==> src/rtl/key_ctrl.sv <==
// key_ctrl: PS/2 scancode decoder for character movement.
// Turns make/break byte sequences into registered held-key levels
// (stepleft/stepright), a rising-edge jump pulse and a prefix timeout pulse.
// Optional build macro: KEY_CTRL_ARROW_KEYS_EN adds E0-prefixed arrow keys.
module key_ctrl #(
  parameter int unsigned TIMEOUT_CYCLES = 65000
) (
  input  logic       clk,
  input  logic       rst,
  input  logic [7:0] scan_code,
  input  logic       scan_valid,
  output logic       stepleft,
  output logic       stepright,
  output logic       stepjump,
  output logic       key_err
);

  localparam int unsigned CW = (TIMEOUT_CYCLES > 1) ? $clog2(TIMEOUT_CYCLES) : 1;
  localparam logic [CW-1:0] CNT_LAST = CW'(TIMEOUT_CYCLES - 1);

  // One held bit per physical key
  localparam int unsigned K_A  = 0;
  localparam int unsigned K_D  = 1;
  localparam int unsigned K_W  = 2;
  localparam int unsigned K_SP = 3;
`ifdef KEY_CTRL_ARROW_KEYS_EN
  localparam int unsigned K_AL = 4;
  localparam int unsigned K_AR = 5;
  localparam int unsigned K_AU = 6;
  localparam int unsigned NK   = 7;
`else
  localparam int unsigned NK   = 4;
`endif

  typedef enum logic [1:0] {
    IDLE,
    BRK,
    EXT,
    EXT_BRK
  } state_t;

  state_t          state_q, state_d;
  logic [CW-1:0]   cnt_q, cnt_d;
  logic [NK-1:0]   held_q, held_d;
  logic [NK-1:0]   key_mask;
  logic            is_make, is_brk, is_ext;
  logic            left_d, right_d, jump_d, jump_q;
  logic            stepleft_q, stepright_q, stepjump_q, key_err_q;
  logic            err_d;

  // Map the completed code (plain or extended) to its held bit
  always_comb begin
    key_mask = '0;
    if (!is_ext) begin
      case (scan_code)
        8'h1C:   key_mask[K_A]  = 1'b1;
        8'h23:   key_mask[K_D]  = 1'b1;
        8'h1D:   key_mask[K_W]  = 1'b1;
        8'h29:   key_mask[K_SP] = 1'b1;
        default: key_mask = '0;
      endcase
    end
`ifdef KEY_CTRL_ARROW_KEYS_EN
    else begin
      case (scan_code)
        8'h6B:   key_mask[K_AL] = 1'b1;
        8'h74:   key_mask[K_AR] = 1'b1;
        8'h75:   key_mask[K_AU] = 1'b1;
        default: key_mask = '0;
      endcase
    end
`endif
  end

  // Prefix FSM, timeout counter and held-bit update
  always_comb begin
    state_d = state_q;
    cnt_d   = cnt_q;
    held_d  = held_q;
    err_d   = 1'b0;
    is_make = 1'b0;
    is_brk  = 1'b0;
    is_ext  = 1'b0;
    if (scan_valid) begin
      // A byte always wins over a simultaneous timeout
      cnt_d = '0;
      case (state_q)
        IDLE: begin
          if (scan_code == 8'hF0)      state_d = BRK;
          else if (scan_code == 8'hE0) state_d = EXT;
          else                         is_make = 1'b1;
        end
        BRK: begin
          if (scan_code != 8'hF0) begin
            is_brk  = 1'b1;
            state_d = IDLE;
          end
        end
        EXT: begin
          if (scan_code == 8'hF0)      state_d = EXT_BRK;
          else if (scan_code != 8'hE0) begin
            is_make = 1'b1;
            is_ext  = 1'b1;
            state_d = IDLE;
          end
        end
        EXT_BRK: begin
          if (scan_code != 8'hF0) begin
            is_brk  = 1'b1;
            is_ext  = 1'b1;
            state_d = IDLE;
          end
        end
        default: state_d = IDLE;
      endcase
    end else if (state_q != IDLE) begin
      if (cnt_q == CNT_LAST) begin
        state_d = IDLE;
        cnt_d   = '0;
        err_d   = 1'b1;
      end else begin
        cnt_d = cnt_q + CW'(1);
      end
    end
    // Repeated makes / unheld breaks rewrite the same value
    if (is_make) held_d = held_q | key_mask;
    if (is_brk)  held_d = held_q & ~key_mask;
  end

  // Direction/jump aggregation over next-state and current held bits
  always_comb begin
`ifdef KEY_CTRL_ARROW_KEYS_EN
    left_d  = held_d[K_A] | held_d[K_AL];
    right_d = held_d[K_D] | held_d[K_AR];
    jump_d  = held_d[K_W] | held_d[K_SP] | held_d[K_AU];
    jump_q  = held_q[K_W] | held_q[K_SP] | held_q[K_AU];
`else
    left_d  = held_d[K_A];
    right_d = held_d[K_D];
    jump_d  = held_d[K_W] | held_d[K_SP];
    jump_q  = held_q[K_W] | held_q[K_SP];
`endif
  end

  // State, counter, held bits and registered outputs
  always_ff @(posedge clk or posedge rst) begin
    if (rst) begin
      state_q     <= IDLE;
      cnt_q       <= '0;
      held_q      <= '0;
      stepleft_q  <= 1'b0;
      stepright_q <= 1'b0;
      stepjump_q  <= 1'b0;
      key_err_q   <= 1'b0;
    end else begin
      state_q     <= state_d;
      cnt_q       <= cnt_d;
      held_q      <= held_d;
      stepleft_q  <= left_d & ~right_d;
      stepright_q <= right_d & ~left_d;
      stepjump_q  <= jump_d & ~jump_q;
      key_err_q   <= err_d;
    end
  end

  assign stepleft  = stepleft_q;
  assign stepright = stepright_q;
  assign stepjump  = stepjump_q;
  assign key_err   = key_err_q;

endmodule

==> config.mk <==
export PLATFORM = sky130hd
export DESIGN_NAME = key_ctrl
export DESIGN_NICKNAME = d
export VERILOG_FILES = /design/src/rtl/key_ctrl.sv
export SDC_FILE = /design/constraint.sdc
export NUM_CORES = 1
export LEC_CHECK = 0
export BUFFER_PORTS_ARGS = -buffer_cell sky130_fd_sc_hd__buf_2
export CAP_MARGIN = 5
export CELL_PAD_IN_SITES_DETAIL_PLACEMENT = 1
export CELL_PAD_IN_SITES_GLOBAL_PLACEMENT = 2
export CORE_ASPECT_RATIO = 0.9
export CORE_MARGIN = 4
export CORE_UTILIZATION = 39
export DETAILED_ROUTE_END_ITERATION = 8
export GPL_TIMING_DRIVEN = 0
export PLACE_DENSITY_LB_ADDON = 0.1
export SLEW_MARGIN = 15
export SYNTH_ARGS = -nofsm -noshare
export SYNTH_HDL_FRONTEND = slang
export SYNTH_SLANG_ARGS = --single-unit
==> constraint.sdc <==
create_clock -name clk -period 4.4 [get_ports clk]
set_input_delay 0.44 -clock clk [delete_from_list [all_inputs] [get_ports clk]]
set_output_delay 0.44 -clock clk [all_outputs]
set_load 0.01 [all_outputs]
# --- Yosys cells after proc, flatten, opt, wreduce, memory -nomap -nowiden ---
# Index checks and enable logic that the tools add are counted.
totals:
  ff_bits: 26
  rom_bits: 0
  mem_bits_rw: 0
  output_inout_bits: 4
  n_memories: 0
  latchBits: 0
classes:
  div_mod_pow: 0
  bitwise: 11
  muxes: 33
  reduce_logical: 6
  eq_ne: 15
  multipliers: 0
  n_shift: 0
  n_addsub: 1
  n_lt_le_gt_ge: 0
op_table:
  columns: ["cell", "n"]
  rows:
  - ["$mux W16", 3]
  - ["$add A16 B1 Y16 const B", 1]
  - ["$eq A16 B16 Y1 const B", 1]
  - ["$eq A8 B5 Y1 const B", 2]
  - ["$eq A8 B6 Y1 const B", 2]
  - ["$eq A8 B8 Y1 const B", 2]
  - ["$mux W1", 16]
  - ["$mux W2", 8]
  - ["$ne A8 B8 Y1 const B", 2]
  - ["$mux W4", 3]
  - ["$ne A4 B4 Y1 const B", 2]
  - ["$pmux W2 S3", 1]
  - ["$reduce_bool A2 Y1", 3]
  - ["$reduce_and A5 Y1", 1]
  - ["$and A4 B4 Y4", 1]
  - ["$eq A2 B2 Y1 const B", 2]
  - ["$not A4 Y4", 1]
  - ["$or A4 B4 Y4", 1]
  - ["$pmux W1 S2", 2]
  - ["$and A1 B1 Y1", 3]
  - ["$ne A3 B2 Y1 const B", 1]
  - ["$not A1 Y1", 3]
  - ["$eq A2 B1 Y1 const B", 1]
  - ["$logic_not A2 Y1", 1]
  - ["other kinds (2)", 3]

# --- Longest topological paths before layout ---
depth:
  depth_word: 11
  depth_mapped: 7
  ltp_nobuf: 5

# --- Worst setup path after synthesis ---
# OpenSTA, ideal clock, no wires.
synth_timing:
  path_type: "register to register"
  start: "reg cnt_q[3]"
  end: "reg cnt_q[15]"
  required_time_ns: 4.270
  path_buffers: 2
  setup_slack_ns: 2.408
  arrival_ns: 1.862
  period_less_slack_ns: 1.992
  path_stages_with_launch: 7
  cell_sequence: "dfrtp_1 > or4b_1 > or4_1 > buf_2 > o21bai_4 > buf_6 > a21oi_1"
synth_between:
  elab_chain_cells: 4
  word_cells_on_any_way: 5
synth_rtl:
  columns: ["element", "line", "source"]
  rows:
  - ["from (decl)", "43", "logic [CW-1:0] cnt_q, cnt_d;"]
  - ["from (signal assigned)", "157", "cnt_q <= cnt_d;"]
  - ["$add A16 B1 Y16 / $eq A16 B16 Y1 (equally long branches)", "122, 117", null]
  - ["$mux W16 *", "117", "if (cnt_q == CNT_LAST) begin"]
  - ["$mux W16 *", "116", "end else if (state_q != IDLE) begin"]
  - ["$mux W16 *", "84", "if (scan_valid) begin"]
# Every way passes the cells marked *; elsewhere a longest branch is shown, timed or not. The select of a mux whose other input is x is not followed.
# A chain may end at the register's enable or synchronous reset.

# --- Final worst setup path ---
# Ends and elaborated chain as after synthesis.

==> results.tsv <==
metric	value	unit
Final HPWL DP	2619	µm
RSZ-0062 raised after global routing	false	
Residual DRC	0	
VDD IR max	196.3	µV
min Tclk post-route	2.183	ns
Pins Over Slew Limit	0	
r2r endpoint	cnt_q[15]$_DFFE_PP0N_	
fin util	46.96	%
Avg Cell Area, Syn	9.501	µm²
Sink Count	26	
Die ar.	4687	µm²
Worst Setup Start Kind	register	
clock transition at the registers of the reported paths	0.10	ns
DRT Pass-1 Iters	4	
post-route ant nets	0	
predominant post-synthesis flop cell	dfrtp_1	
fmax	458.2	MHz
die width	71.72	µm
Synthesis Warnings	0	
# IOs	15	
largest net degree at the start of global routing	27	
vias in the first global route	1222	
max-cap viol count	0	
worst min path class	in2async	
register area share after synthesis	45.65	%
Post-Syn Area	1425	µm²
Synth Instances	150	
post-detailed-route wirelength per cell	15.62	µm
Worst Path Arrival	2.34	ns
Clock Skew	0.009054	ns
post_cts resized	0	
row cnt	20	
crit-path max FO	10	
dpl cells	208	
Crit Path Class	reg2reg	
DIE HEIGHT	65.35	µm
number of DRC markers in iteration 0	42	
fin nets	181	
Sum Neg Setup Slack	0	ns
first-pass GRT wire length	5961	µm
async set-or-reset flop fraction in the synthesized netlist	100.0	%
H-tree level count	1	
Overall Power	0.4779	mW
Core ar.	3453	µm²
area grow syn2layout	13.78	%
Reg2Reg Depth	6	
Worst-Margin Slew	0.9938	ns
Distinct cells, synth	43	
Synth Register Bits	26	
overall routed net length	3312	µm
Slew headroom	33.68	%
CP Data Required Time	4.56	ns
CP endpoint kind	register	
CTS Root Cell	clkbuf_8	
Pleak	0.6807	nW
Pwr per Cell Area	294.7	nW/µm²
port buffer count	14	
status	completed	
TritonCTS clock tree	yes	
clock buffer depth	2	
DR vias/cell	5.547	
Post-CTS Setup Inserts	0	
final setup violating endpoints	0	
Layout Cells excl Fill	212	
via count	1176	
initial antenna violation count	0	
Num CTS Buffers	3	
reg2reg setup slack	2.22	ns
Starting Density	41.27	%
Total GRT Usage	15.91	%
Post-synth EDFFs	0	
Clock Latency Late Sink	0.27	ns
layout cells sized above 1	17.26	%
grt total ovfl	0	
Final Hold Vio Count	0	
worst flop-to-flop path startpoint	cnt_q[3]$_DFFE_PP0N_	
Tcrit/Tclk final	49.60	%
syn_nets	162	
cts hold-fix bufs	0	
GP Congestion	0.7489	
ant diodes	0	
[layer usage]
layer	global-route usage, %	routed length, µm	part of all wire (%)	vias up
met2	25.69	1560	47	13
met1	22.00	1644	50	574
met3	3.823	96	2.9	2
li1	-	-	-	587
met4	2.582	11	0.33	0
met5	0	0	0	-
[stage by stage]
stage               hold WS [ns]  cell area (µm²)  worst slack (ns)
floorplan                 0.4107             1425             2.408
global placement          0.4186             1550             2.215
detailed placement        0.4333             1550             2.247
CTS                       0.4280             1622             2.209
global route              0.4712             1622             2.106
finish                    0.3829             1622             2.217
[sequential cells by signal (all words and copies together) (netlist names)]
name,cells
stepleft,1
state_q,2
key_err,1
stepright,1
cnt_q,16
held_q,4
stepjump,1
[worst max-delay path by stage]
stage,start,to,slack [ns]
floorplan,cnt_q[3]$_DFFE_PP0N_,cnt_q[15]$_DFFE_PP0N_,2.41
global placement,cnt_q[3]$_DFFE_PP0N_,cnt_q[15]$_DFFE_PP0N_,2.21
detailed placement,cnt_q[3]$_DFFE_PP0N_,cnt_q[15]$_DFFE_PP0N_,2.25
CTS,cnt_q[3]$_DFFE_PP0N_,cnt_q[15]$_DFFE_PP0N_,2.21
global route,cnt_q[3]$_DFFE_PP0N_,cnt_q[15]$_DFFE_PP0N_,2.11
finish,cnt_q[3]$_DFFE_PP0N_,cnt_q[15]$_DFFE_PP0N_,2.22
[placed cells by master, fill, tap and decap left out, drive strengths merged, types with 2 or more instances in the layout]
cell,n
a21oi,9
buf,19
clkbuf,3
dfrtp,26
inv,3
nand2,13
nand3,5
nand3b,3
nand4,3
nor2,20
nor2b,2
nor3,4
nor3b,2
nor4,6
nor4b,2
o21ai,6
or2,2
or3,4
or3b,2
or4,3
xnor2,5
xor2,5
[power by group]
group	total [mW]	switching (mW)	internal (mW)
combinational	0.0335	0.0201	0.0133
sequential	0.246	0.00334	0.243
clock	0.198	0.0766	0.122
[area by class of cell]
type                       instances  area [µm²]
fill                             418        1832
multi-input combinational        116       725.7
sequential                        26       650.6
timing repair buffer              14       70.07
tap                               44       55.05
clock buffer                       3       41.29
buffer                             5       37.54
clock inverter                     1       30.03
inverter                           3       11.26
[synth_stat cells, drive strengths merged (3+ instances only)]
master | number | area [µm²]
nand3 | 5 | 25.02
buf | 5 | 37.53
or4 | 3 | 22.52
nor4 | 6 | 37.54
nand2 | 13 | 48.80
dfrtp | 26 | 650.6
nor3 | 4 | 20.02
xor2 | 5 | 43.79
o21ai | 6 | 30.03
nand3b | 3 | 22.52
nor2 | 20 | 75.07
xnor2 | 5 | 43.79
nand4 | 3 | 18.77
or3 | 4 | 25.02
inv | 3 | 11.26
a21oi | 9 | 45.04
[kinds of logic after synthesis]
logic type	synth area share, %
AO/OA/AOI/OAI	13.26
buffers and inverters	3.424
XOR/XNOR	6.145
AND/OR/NAND/NOR	30.64
flip-flops	45.65
adder cells (fa/ha/maj)	0.8778
[worst max-delay path: stages, from the launching register on]
cell and delay [ns]:
dfrtp_1 0.46, or4b_1 0.54, or4_1 0.51, buf_2 0.18, o21bai_4 0.17, buf_6 0.16, a21oi_1 0.05
(Power assumes the default switching activity.)
